===== src/rtl/fetch_prefetch_queue_if.sv =====
// fetch_prefetch_queue_if: memory req/gnt/rvalid, redirect and decode-side signals of the fetch front-end.
interface fetch_prefetch_queue_if #(
   parameter int DEPTH = 4
);
   logic                     flush;
   logic [31:0]              flush_target;
   logic                     imem_req;
   logic [31:0]              imem_addr;
   logic                     imem_gnt;
   logic                     imem_rvalid;
   logic [31:0]              imem_rdata;
   logic                     instr_valid;
   logic                     instr_ready;
   logic [31:0]              instr;
   logic [31:0]              pc;
   logic                     misaligned;
   logic [$clog2(DEPTH):0]   level;

   modport master (
      input  flush, flush_target, imem_gnt, imem_rvalid, imem_rdata, instr_ready,
      output imem_req, imem_addr, instr_valid, instr, pc, misaligned, level
   );

   modport slave (
      output flush, flush_target, imem_gnt, imem_rvalid, imem_rdata, instr_ready,
      input  imem_req, imem_addr, instr_valid, instr, pc, misaligned, level
   );
endinterface


===== src/rtl/fetch_prefetch_queue.sv =====
// fetch_prefetch_queue: credit-limited prefetch FIFO between imem and decode with redirect flush.
// Define FETCH_PREFETCH_PERF_EN to add saturating stall_cnt/discard_cnt counters.
module fetch_prefetch_queue #(
   parameter logic [31:0] START_ADDRESS   = 32'h0,
   parameter int          DEPTH           = 4,
   parameter int          MAX_OUTSTANDING = 2
) (
   input  logic        clk,
   input  logic        reset_n,
   input  logic        sys_reset,
`ifdef FETCH_PREFETCH_PERF_EN
   output logic [31:0] stall_cnt,
   output logic [31:0] discard_cnt,
`endif
   fetch_prefetch_queue_if.master bus
);
   localparam int AW = $clog2(DEPTH);
   localparam int LW = AW + 1;

   logic [31:0]   data_q [DEPTH];
   logic [31:0]   pc_q [DEPTH];
   logic          mis_q [DEPTH];
   logic [AW-1:0] wr_ptr, rd_ptr;
   logic [LW-1:0] level, outstanding, discard, outstanding_nx;
   logic [31:0]   addr, resp_pc, hold_target, target;
   logic          run, hold, mis_next;
   logic          req, fire, drop, push, pop, valid;

   assign target         = {bus.flush_target[31:2], 2'b00};
   assign valid          = level != '0;
   assign req            = run && !sys_reset && outstanding < LW'(MAX_OUTSTANDING) &&
                           ({1'b0, level} + {1'b0, outstanding}) < (LW+1)'(DEPTH);
   assign fire           = req && bus.imem_gnt;
   assign drop           = bus.imem_rvalid && (discard != '0 || bus.flush);
   assign push           = bus.imem_rvalid && discard == '0 && !bus.flush;
   assign pop            = valid && bus.instr_ready && !bus.flush;
   assign outstanding_nx = outstanding + LW'(fire) - LW'(bus.imem_rvalid);

   // every in-flight request at a redirect or soft reset becomes a response to drop
   always_ff @(posedge clk or negedge reset_n)
      if (!reset_n) begin
         wr_ptr      <= '0;
         rd_ptr      <= '0;
         level       <= '0;
         outstanding <= '0;
         discard     <= '0;
         addr        <= START_ADDRESS;
         resp_pc     <= START_ADDRESS;
         hold_target <= START_ADDRESS;
         run         <= 1'b0;
         hold        <= 1'b0;
         mis_next    <= 1'b0;
      end else if (sys_reset) begin
         wr_ptr      <= '0;
         rd_ptr      <= '0;
         level       <= '0;
         outstanding <= outstanding_nx;
         discard     <= outstanding_nx;
         addr        <= START_ADDRESS;
         resp_pc     <= START_ADDRESS;
         hold_target <= START_ADDRESS;
         run         <= 1'b0;
         hold        <= 1'b0;
         mis_next    <= 1'b0;
      end else begin
         run         <= 1'b1;
         outstanding <= outstanding_nx;
         if (bus.flush) begin
            wr_ptr      <= '0;
            rd_ptr      <= '0;
            level       <= '0;
            discard     <= outstanding_nx;
            resp_pc     <= target;
            hold_target <= target;
            mis_next    <= bus.flush_target[1];
            hold        <= req && !bus.imem_gnt;
            if (!(req && !bus.imem_gnt))
               addr <= target;
         end else begin
            // a held pre-redirect request is dropped once it is finally granted
            discard <= discard - LW'(drop) + LW'(hold && fire);
            if (fire) begin
               hold <= 1'b0;
               addr <= hold ? hold_target : addr + 32'd4;
            end
            if (push) begin
               wr_ptr   <= wr_ptr + 1'b1;
               resp_pc  <= resp_pc + 32'd4;
               mis_next <= 1'b0;
            end
            if (pop)
               rd_ptr <= rd_ptr + 1'b1;
            level <= level + LW'(push) - LW'(pop);
         end
      end

   always_ff @(posedge clk)
      if (push) begin
         data_q[wr_ptr] <= bus.imem_rdata;
         pc_q[wr_ptr]   <= resp_pc;
         mis_q[wr_ptr]  <= mis_next;
      end

   assign bus.imem_req    = req;
   assign bus.imem_addr   = addr;
   assign bus.instr_valid = valid;
   assign bus.instr       = valid ? data_q[rd_ptr] : 32'h0000_0013;
   assign bus.pc          = valid ? pc_q[rd_ptr] : 32'h0;
   assign bus.misaligned  = valid && mis_q[rd_ptr];
   assign bus.level       = level;

   a_no_overflow: assert property (@(posedge clk) disable iff (!reset_n)
      !(push && level == LW'(DEPTH)));

`ifdef FETCH_PREFETCH_PERF_EN
   always_ff @(posedge clk or negedge reset_n)
      if (!reset_n) begin
         stall_cnt   <= '0;
         discard_cnt <= '0;
      end else if (sys_reset) begin
         stall_cnt   <= '0;
         discard_cnt <= '0;
      end else begin
         if (bus.instr_ready && !valid && stall_cnt != '1)
            stall_cnt <= stall_cnt + 32'd1;
         if (drop && discard_cnt != '1)
            discard_cnt <= discard_cnt + 32'd1;
      end
`endif
endmodule


===== src/flat_wrapper.sv =====
// flat-port wrapper written by rule: the top's interface ports become plain ports
module fetch_prefetch_queue_flat 
#(
   parameter logic [31:0] START_ADDRESS   = 32'h0,
   parameter int          DEPTH           = 4,
   parameter int          MAX_OUTSTANDING = 2
)
  (clk, reset_n, sys_reset, bus_flush, bus_flush_target, bus_imem_gnt, bus_imem_rvalid, bus_imem_rdata, bus_instr_ready, bus_imem_req, bus_imem_addr, bus_instr_valid, bus_instr, bus_pc, bus_misaligned, bus_level);
  fetch_prefetch_queue_if #(.DEPTH(DEPTH)) bus_i ();
  input  logic clk;
  input  logic reset_n;
  input  logic sys_reset;
  input wire logic [$bits(bus_i.flush)-1:0] bus_flush;
  input wire logic [$bits(bus_i.flush_target)-1:0] bus_flush_target;
  input wire logic [$bits(bus_i.imem_gnt)-1:0] bus_imem_gnt;
  input wire logic [$bits(bus_i.imem_rvalid)-1:0] bus_imem_rvalid;
  input wire logic [$bits(bus_i.imem_rdata)-1:0] bus_imem_rdata;
  input wire logic [$bits(bus_i.instr_ready)-1:0] bus_instr_ready;
  output wire logic [$bits(bus_i.imem_req)-1:0] bus_imem_req;
  output wire logic [$bits(bus_i.imem_addr)-1:0] bus_imem_addr;
  output wire logic [$bits(bus_i.instr_valid)-1:0] bus_instr_valid;
  output wire logic [$bits(bus_i.instr)-1:0] bus_instr;
  output wire logic [$bits(bus_i.pc)-1:0] bus_pc;
  output wire logic [$bits(bus_i.misaligned)-1:0] bus_misaligned;
  output wire logic [$bits(bus_i.level)-1:0] bus_level;
  assign bus_i.flush = bus_flush;
  assign bus_i.flush_target = bus_flush_target;
  assign bus_i.imem_gnt = bus_imem_gnt;
  assign bus_i.imem_rvalid = bus_imem_rvalid;
  assign bus_i.imem_rdata = bus_imem_rdata;
  assign bus_i.instr_ready = bus_instr_ready;
  assign bus_imem_req = bus_i.imem_req;
  assign bus_imem_addr = bus_i.imem_addr;
  assign bus_instr_valid = bus_i.instr_valid;
  assign bus_instr = bus_i.instr;
  assign bus_pc = bus_i.pc;
  assign bus_misaligned = bus_i.misaligned;
  assign bus_level = bus_i.level;
  fetch_prefetch_queue #(.START_ADDRESS(START_ADDRESS), .DEPTH(DEPTH), .MAX_OUTSTANDING(MAX_OUTSTANDING)) u_core (.clk(clk), .reset_n(reset_n), .sys_reset(sys_reset), .bus(bus_i));
endmodule

===== config.mk =====
export PLATFORM = sky130hd
export DESIGN_NAME = fetch_prefetch_queue_flat
export DESIGN_NICKNAME = d
export VERILOG_FILES = /design/src/rtl/fetch_prefetch_queue_if.sv /design/src/rtl/fetch_prefetch_queue.sv /design/src/flat_wrapper.sv
export SDC_FILE = /design/constraint.sdc
export NUM_CORES = 1
export LEC_CHECK = 0
export ABC_CLOCK_PERIOD_IN_PS = 5900
export BUFFER_PORTS_ARGS = -buffer_cell sky130_fd_sc_hd__buf_4
export CAP_MARGIN = 40
export CORE_MARGIN = 2
export CORE_UTILIZATION = 59
export CTS_CLUSTER_SIZE = 28
export DETAILED_ROUTE_END_ITERATION = 12
export PLACE_DENSITY = 0.89
export SYNTH_ARGS = -nofsm -noshare
export SYNTH_HDL_FRONTEND = slang
export SYNTH_SLANG_ARGS = --single-unit

===== constraint.sdc =====
create_clock -name clk -period 5.9 [get_ports clk]
set_input_delay 1.18 -clock clk [delete_from_list [all_inputs] [get_ports clk]]
set_output_delay 1.18 -clock clk [all_outputs]
set_load 0.005 [all_outputs]

# Word-level counts from Yosys, hierarchy flattened
# Memory sizes are Yosys's and may differ from the RTL's.
# Cells that the tools add are included.
# word_totals
output_inout_bits	102
regBits	112
elab_cells	83
inputBits	71
ram_bits	260
memories	3
# memory_table
memory	words	width	rd	rd_ports_with_merged_regs	wr	line	rtl
u_core.data_q	4	32	1	0	1	fetch_prefetch_queue.sv:20	logic [31:0] data_q [DEPTH];
u_core.pc_q	4	32	1	0	1	fetch_prefetch_queue.sv:21	logic [31:0] pc_q [DEPTH];
u_core.mis_q	4	1	1	0	1	fetch_prefetch_queue.sv:22	logic mis_q [DEPTH];
# classes
reduce_logical	24
addsub	11
eq_ne	1
muxes	31
order_cmp	2
# ops
operator	count
$mux W32	12
$add A32 B3 Y32 const B	2
$reduce_bool A3 Y1	5
$logic_and A1 B1 Y1	12
$mux W2	6
$mux W3	4
$add A3 B1 Y3	3
$mux W1	9
$sub A3 B1 Y3	3
$add A2 B1 Y2 const B	2
$add A3 B3 Y4	1
$lt A4 B3 Y1 const B	1
$logic_not A1 Y1	3
$logic_not A3 Y1	1
$lt A3 B2 Y1 const B	1
$ne A3 B3 Y1 const B	1
$reduce_and A2 Y1	1
$reduce_bool A2 Y1	1
$logic_or A1 B1 Y1	1

# Logic depth before layout (Yosys ltp)
# Gate-level depths: netlist (run 1).
# depth
ltp_word	9
mapped_depth	12
mapped_depth_nobuf	12

# Least setup slack after synthesis (run 1)
# No wires, ideal clock.
# synth_timing
path_kind	input to register
start	input bus_flush
end	memory u_core.data_q[0][0], enable pin
required_ns	5.472
path_buffers	1
path_slack_ns	2.127
cell_stages	3
setup_time_ns	0.428
arrival_ns	3.345
cell_sequence	nor4_1 > clkbuf_1 > and3_1
# synth_via
elab_chain_cells	4
# synth_lines
element	line	rtl
start: declaration	flat_wrapper.sv:13	input wire logic [$bits(bus_i.flush)-1:0] bus_flush;
$logic_not A1 Y1	fetch_prefetch_queue.sv:35	assign push = bus.imem_rvalid && discard == '0 && !bus.flush;
$logic_and A1 B1 Y1	fetch_prefetch_queue.sv:35	
$mux W1	fetch_prefetch_queue.sv:98	if (push) begin
$mux W1 (implied by the code)	fetch_prefetch_queue.sv:99	data_q[wr_ptr] <= bus.imem_rdata;
end: declaration	fetch_prefetch_queue.sv:20	
# Every way passes these cells.

# Worst setup path in the final report (run 1)
# layout_timing
start	register u_core.level[1] (netlist: u_core.bus.level[1])
end	output bus_pc[13]
# layout_via
elab_chain_cells	2
# layout_lines
element	line	rtl
start: declaration	fetch_prefetch_queue.sv:24	logic [LW-1:0] level, outstanding, discard, outstanding_nx;
start signal: assignment	fetch_prefetch_queue.sv:93	level <= level + LW'(push) - LW'(pop);
$reduce_bool A3 Y1	fetch_prefetch_queue.sv:30	assign valid = level != '0;
$mux W32	fetch_prefetch_queue.sv:108	assign bus.pc = valid ? pc_q[rd_ptr] : 32'h0;
end: declaration	flat_wrapper.sv:23	output wire logic [$bits(bus_i.pc)-1:0] bus_pc;
# Every way passes these cells.

==> impl_results.md, run 1 <==
* Worst Skew at 0.0154 ns
* PortBufs at 167
* Status: completed
* Nets at 1387
* Dominant cell type by area after synthesis: edfxtp_1
* Hold Path Class: reg2reg
* ANT nets after route at 0
* Worst Max-Slew Pin Slew at 0.941 ns
* CTS Buf Count at 36
* Worst-Skew Late Latency at 0.52 ns
* Flop pwr share at 0.512
* Root buffer cell: clkbuf_16
* Routed vias at 10600
* Hold Vio Cnt, Final at 0
* WL final at 38600 um
* Setup CP Type: reg2out
* Die ar. at 28300 um2
* Post-CTS Resized at 0
* Logic gate share of total power at 0.098
* Critical path arrival at 2.89 ns
* CP Launch Type: flip-flop
* CTS tree: done
* Largest net degree at the start of global routing at 63
* H-Tree Level Count at 2
* Sequential cell area at 10200 um2
* Reg2reg end: u_core.bus.level[2]
* Area Overhead vs Synth at 17.4%
* Drt drc at 0
* Die Span Y at 168 um
* # Max-Cap Violations at 0
* N_diodes at 0
* R2R Setup Slk at 2.53 ns
* Longest Clk Path Bufs at 3
* Gr usage total at 0.277
* I/O pin count at 173
* Initial Util at 0.595
* Max VDD drop at 0.000279 V
* Psw at 1350 uW
* Drt first pass iters at 5
* Worst hold path depth at 1
* Row count at 60
* Final Non-Filler Cells at 1666
* Postcts setup bufs at 0
* CTS clock-pin slew for the worst setup and hold paths at 0.06 ns
* CP most frequent cell: buf_4
* Setup TNS at 0 ns
* Yosys Warn Count at 0
* Max Slew Vio Count at 0
* RSZ-0062 raised after global routing: false
* Yosys reg bits at 358
* Buffer and inverter count on the worst path at 3
* CP Cell Sequence: nor3_1 > inv_1 > buf_4 > and2_1 > buf_4
* Total Power at 5670 uW
* Final setup vio count at 0
* Total core area at 26700 um2
* Relative max-transition margin at 0.368
* CP max stage cell: nor3_1
* Mapped Area at 15900 um2
* Most area-consuming cells after synthesis: edfxtp_1, dfrtp_1, mux4_2
* Layout cells sized above 1 at 0.243
* Fillers at 1687
* Reg2Reg Depth at 11
* Pwr dens at 304 nW/um2
* P_int at 4320 uW
* Worst Hold End: u_core.hold_target[17]
* Hold buffer count at CTS at 0
* Final period util at 0.691
* Die W at 168 um
* Global route overflow at 0
* Mean routed wirelength per cell at 23.2 um
* # clock sinks at 358
* Syn_area_per_cell at 14.0 um2
* First-pass GRT wire length at 60100 um
* Area of the multi-input gates at 5290 um2
* Worst-path maximum fanout at 49
* Routability cong. at 0.904
* Final Critical Period at 4.07 ns
* HPWL after DPL at 24400 um
* LEAKAGE at 0.00707 uW
* Peak Freq at 0.245 GHz
* Worst path top cell family by delay: buffers and inverters
* Initial DRC Count at 1155
* Via density at 6.39
* Reg2reg start: u_core.bus.level[1]
* Post-route cell area at 18700 um2
* CP endpoint kind: output port
* Clock power share at 0.390
* Placed inst area at 17500 um2
* Top cell type's share of synthesized area at 0.476
* Initial antenna violation count at 0
* Inst Count DP at 1601
* Crit-path max cell delay at 0.70 ns
* Post-synthesis cell count at 1139
* Register area share after synthesis at 0.643
* Async SR Flop Fraction at 0.296
* Switch share at 0.238
* Ys flop type: edfxtp_1
* Hold wc startpoint: u_core.hold_target[17]
* Vias in the first global route at 10700
* EDFF count, synth at 252
* Distinct cells, synth at 68
* WP data required at 4.72 ns
## cell usage after synthesis, types with 15 or more instances
cell type	number
edfxtp_1	252
dfrtp_1	106
and2_1	76
nand2_1	72
nor2_1	70
mux4_2	63
a21oi_1	49
clkbuf_1	48
o21ai_0	42
inv_1	32
mux2i_1	27
nand3_1	24
and3_1	19
nor3_1	19
nand4_1	17
nor4_1	16
ha_1	15
## worst reg2reg max path: cells and delay by family (launching register included)
kind                     cells  cell delay (ns)
AND/OR/NAND/NOR              3             1.11
adder cells (fa/ha/maj)      3             0.80
buffers and inverters        3             0.55
flip-flops                   1             0.46
XOR/XNOR                     2             0.30
## flip-flops by register name, indices dropped and copies added (netlist names)
signal	count
u_core.mis_next	1
u_core.wr_ptr	2
u_core.discard	3
u_core.mis_q	4
u_core.hold_target	30
u_core.resp_pc	30
u_core.pc_q	120
u_core.outstanding	3
u_core.hold	1
u_core.data_q	128
u_core.rd_ptr	2
u_core.run	1
u_core.bus.level	3
u_core.bus.imem_addr	30
## per-stage QoR
stage                     utilization  hold WS [ns]  setup slack [ns]
after global routing            0.698         0.512              1.70
final                           0.698         0.484              1.83
after floorplan                     -         0.444              2.13
after global placement          0.652         0.454              1.81
after CTS                       0.698         0.475              1.81
after detailed placement        0.656         0.463              1.76
## power by group through the flow
stage               Combinational, uW  Sequential, uW  Clock, uW
finish                            555            2900       2210
detailed placement                551            2950          0
global route                      616            2910       2330
global placement                  518            2940          0
floorplan                         329            2920          0
CTS                               556            2900       2240
## layout by cell type (no fill, tap or decap), types with 6 or more instances in the layout
master / synthesis / final
a211oi_1: 10 / 10
a21o_1: 7 / 7
a21oi_1: 49 / 49
a22oi_1: 6 / 6
a31oi_1: 13 / 13
and2_1: 76 / 76
and3_1: 19 / 15
buf_4: 4 / 183
clkbuf_1: 48 / 8
clkbuf_16: 0 / 36
clkinv_1: 1 / 6
dfrtp_1: 106 / 104
edfxtp_1: 252 / 252
ha_1: 15 / 15
inv_1: 32 / 32
mux2i_1: 27 / 27
mux4_2: 63 / 63
nand2_1: 72 / 72
nand3_1: 24 / 24
nand4_1: 17 / 17
nor2_1: 70 / 70
nor2b_1: 8 / 7
nor3_1: 19 / 19
nor4_1: 16 / 16
o21ai_0: 42 / 42
o31ai_1: 11 / 11
or3_1: 8 / 8
xnor2_1: 13 / 13
## cell families (layout without fill, tap and decap cells)
kind of cell | Yosys count | after routing | synth area share
other | 1 | 4 | 0.000236
adder cells (fa/ha/maj) | 18 | 18 | 0.0156
buffers and inverters | 102 | 285 | 0.0258
AO/OA/AOI/OAI | 193 | 193 | 0.0801
multiplexers | 92 | 92 | 0.108
flip-flops | 358 | 358 | 0.643
AND/OR/NAND/NOR | 357 | 357 | 0.118
XOR/XNOR | 18 | 18 | 0.00992
## routing by layer
layer  track usage  routed length (um)
met2         0.468               19300
met1         0.375               15100
met4        0.0851                 974
met5             0                   0
met3        0.0494                3310
## how the worst max path moves through the flow
stage,start,to,depth (start not counted)
2_1_floorplan,bus_flush,u_core.data_q[0][0],3
6_report,u_core.bus.level[1],bus_pc[13],5
3_5_place_dp,bus_flush,u_core.bus.level[2],11
3_3_place_gp,bus_flush,u_core.bus.level[2],11
5_1_grt,u_core.rd_ptr[0],bus_instr[17],5
4_1_cts,u_core.rd_ptr[0],bus_instr[17],5
## cell type report
type	instances	area share
multi-input combinational	682	0.283
sequential	358	0.548
clock buffer	48	0.0528
clock inverter	17	0.00818
tap	341	0.0229
inverter	33	0.00664
timing repair buffer	187	0.0784
Power figures use the tool's default switching activity.
==> inputs of run 2 (changes only) <==
--- a/config.mk
+++ b/config.mk
@@ -5,7 +5,7 @@
 export SDC_FILE = /design/constraint.sdc
 export NUM_CORES = 1
 export LEC_CHECK = 0
-export ABC_CLOCK_PERIOD_IN_PS = 5900
+export ABC_CLOCK_PERIOD_IN_PS = 3800
 export BUFFER_PORTS_ARGS = -buffer_cell sky130_fd_sc_hd__buf_4
 export CAP_MARGIN = 40
 export CORE_MARGIN = 2
==> constraint.sdc (replaced) <==
create_clock -name clk -period 3.8 [get_ports clk]
set_input_delay 0.76 -clock clk [delete_from_list [all_inputs] [get_ports clk]]
set_output_delay 0.76 -clock clk [all_outputs]
set_load 0.005 [all_outputs]
==> impl_results.md, run 2 (synthesis gave the netlist of run 1 again) <==
* ANT nets after route at 0 (unchanged)
* HPWL after DPL at 25500 um (+4.8%)
* Die W at 168 um (unchanged)
* Worst-path maximum fanout at 61 (+24%)
* Hold Path Class: in2async
* Reg2Reg Depth at 11 (unchanged)
* Hold Vio Cnt, Final at 0 (unchanged)
* Total core area at 26700 um2 (unchanged)
* First-pass GRT wire length at 61000 um (+1.5%)
* Hold buffer count at CTS at 0 (unchanged)
* Total Power at 8980 uW (+58%)
* Worst-Skew Late Latency at 0.52 ns (about the same)
* CP Launch Type: flip-flop
* CP most frequent cell: buf_4
* Gr usage total at 0.280 (+0.00290)
* Most frequent cells in the layout: edfxtp_1, buf_4, dfrtp_1
* CP endpoint kind: output port
* I/O pin count at 173 (unchanged)
* Pwr dens at 474 nW/um2 (+56%)
* Initial antenna violation count at 0 (unchanged)
* Drt first pass iters at 5 (unchanged)
* Max VDD drop at 0.000361 V (+29%)
* Row count at 60 (unchanged)
* Longest Clk Path Bufs at 3 (unchanged)
* H-Tree Level Count at 2 (unchanged)
* CTS clock-pin slew for the worst setup and hold paths at 0.06 ns (about the same)
* Worst path top cell family by delay: simple AND/OR/NAND/NOR gates
* PortBufs at 167 (unchanged)
* LEAKAGE at 0.00721 uW (+1.9%)
* Routed vias at 10700 (+0.65%)
* Reg2reg start: u_core.bus.level[1]
* Critical path arrival at 2.51 ns (-0.38 ns)
* Via density at 6.36 (-0.49%)
* Initial DRC Count at 1150 (-0.43%)
* Post-CTS Resized at 0 (unchanged)
* Setup TNS at 0 ns (unchanged)
* Biggest register: u_core.data_q
* Worst setup path startpoint: u_core.bus.level[1]
* Critical path depth in cells at 5 (unchanged)
* Root buffer cell: clkbuf_16
* Peak Freq at 0.306 GHz
* Global route overflow at 0 (unchanged)
* Largest register FFs at 128 (unchanged)
* Routability cong. at 0.930 (+2.9%)
* Worst Max-Slew Pin Slew at 0.833 ns (-0.108 ns)
* Drt drc at 0 (unchanged)
* Setup CP Type: reg2out
* Initial Util at 0.595 (unchanged)
* Die ar. at 28300 um2 (unchanged)
* Nets at 1405 (+1.3%)
* CP max stage cell: nor3_1
* Status: completed
* Layout cells sized above 1 at 0.254 (+0.0114)
* # Max-Cap Violations at 0 (unchanged)
* Relative max-transition margin at 0.429 (+0.0612)
* WL final at 39100 um (+1.3%)
* Final setup vio count at 0 (unchanged)
* # clock sinks at 358 (unchanged)
* Commonest non-fill, non-tap cell in the layout: edfxtp_1
* Mean routed wirelength per cell at 23.2 um (+0.15%)
* Final Critical Period at 3.27 ns
* CTS Buf Count at 37 (+2.8%)
* Largest net degree at the start of global routing at 62 (-1.6%)
* N_diodes at 0 (unchanged)
* Worst Skew at 0.00953 ns (-0.00583 ns)
* Max Slew Vio Count at 0 (unchanged)
* Largest regs: u_core.data_q: 128 flops, u_core.pc_q: 120 flops
* Final period util at 0.859
* Area Overhead vs Synth at 19.1%
* RSZ-0062 raised after global routing: false
* Vias in the first global route at 10600 (-0.55%)
* Buffer and inverter count on the worst path at 3 (unchanged)
* WP data required at 3.04 ns (-1.68 ns)
* Postcts setup bufs at 0 (unchanged)
* CP Cell Sequence: nor3_1 > inv_1 > buf_4 > and2_1 > buf_4
* CTS tree: done
* Die Span Y at 168 um (unchanged)
* Crit-path max cell delay at 0.66 ns (-0.04 ns)
run 2: changes by cell type in the layout (fill, tap and decap cells not counted):
cell | previous run | this run
clkbuf_16 | 36 | 37
buf_8 | 1 | 0
clkinv_4 | 0 | 1
bufinv_16 | 2 | 4
buf_16 | 2 | 1
buf_12 | 1 | 10
inv_6 | 2 | 3
clkbuf_1 | 8 | 3
buf_4 | 183 | 192
clkinv_2 | 5 | 6
clkinv_1 | 6 | 10
buf_2 | 0 | 1
clkbuf_8 | 4 | 2
clkinv_8 | 1 | 0
run 2: through the flow:
stage	setup WS [ns]	instance area (um2)	hold WS (ns)	std cells	util
after detailed placement	0.743	17700	0.479	1617	0.663
after CTS	0.542	18900	0.0326	1684	0.708
after global placement	0.799	17700	0.457	1616	0.662
final	0.534	18900	0.0431	1685	0.709
after global routing	0.463	18900	0.0349	1685	0.709
after floorplan	0.447	15900	0.444	1142	-
run 2: power by group:
| group | switching [uW] | total, uW | internal [uW] |
|---|---|---|---|
| Clock | 1490 | 3590 | 2100 |
| Combinational | 470 | 877 | 406 |
| Sequential | 170 | 4510 | 4340 |
| Total | 2130 | 8980 | 6850 |
run 2: final cells by class:
cell class,count,area (um2)
Sequential cell,358,10200
Fill cell,1687,7790
Multi-Input combinational cell,682,5290
Timing Repair Buffer,204,1670
Clock buffer,42,965
Tap cell,341,427
Clock inverter,25,234
Inverter,33,124
run 2: layer usage:
metal / vias to the layer above / GRT usage / wire length, um
li1: 4695 / - / -
met1: 5390 / 0.384 / 15400
met2: 561 / 0.482 / 19700
met3: 66 / 0.0435 / 3220
met4: 0 / 0.0637 / 759
met5: - / 0 / 0
run 2: path summary, 6_finish.rpt:
path / to / slack (ns)
max: bus_pc[12] / 0.53
min in group clk: u_core.data_q[0][10] / 0.44
max in group asynchronous: u_core.rd_ptr[0] / 2.93
min: u_core.hold_target[25] / 0.04
max reg2reg: u_core.discard[2] / 0.90
min reg2reg: u_core.hold_target[15] / 0.50
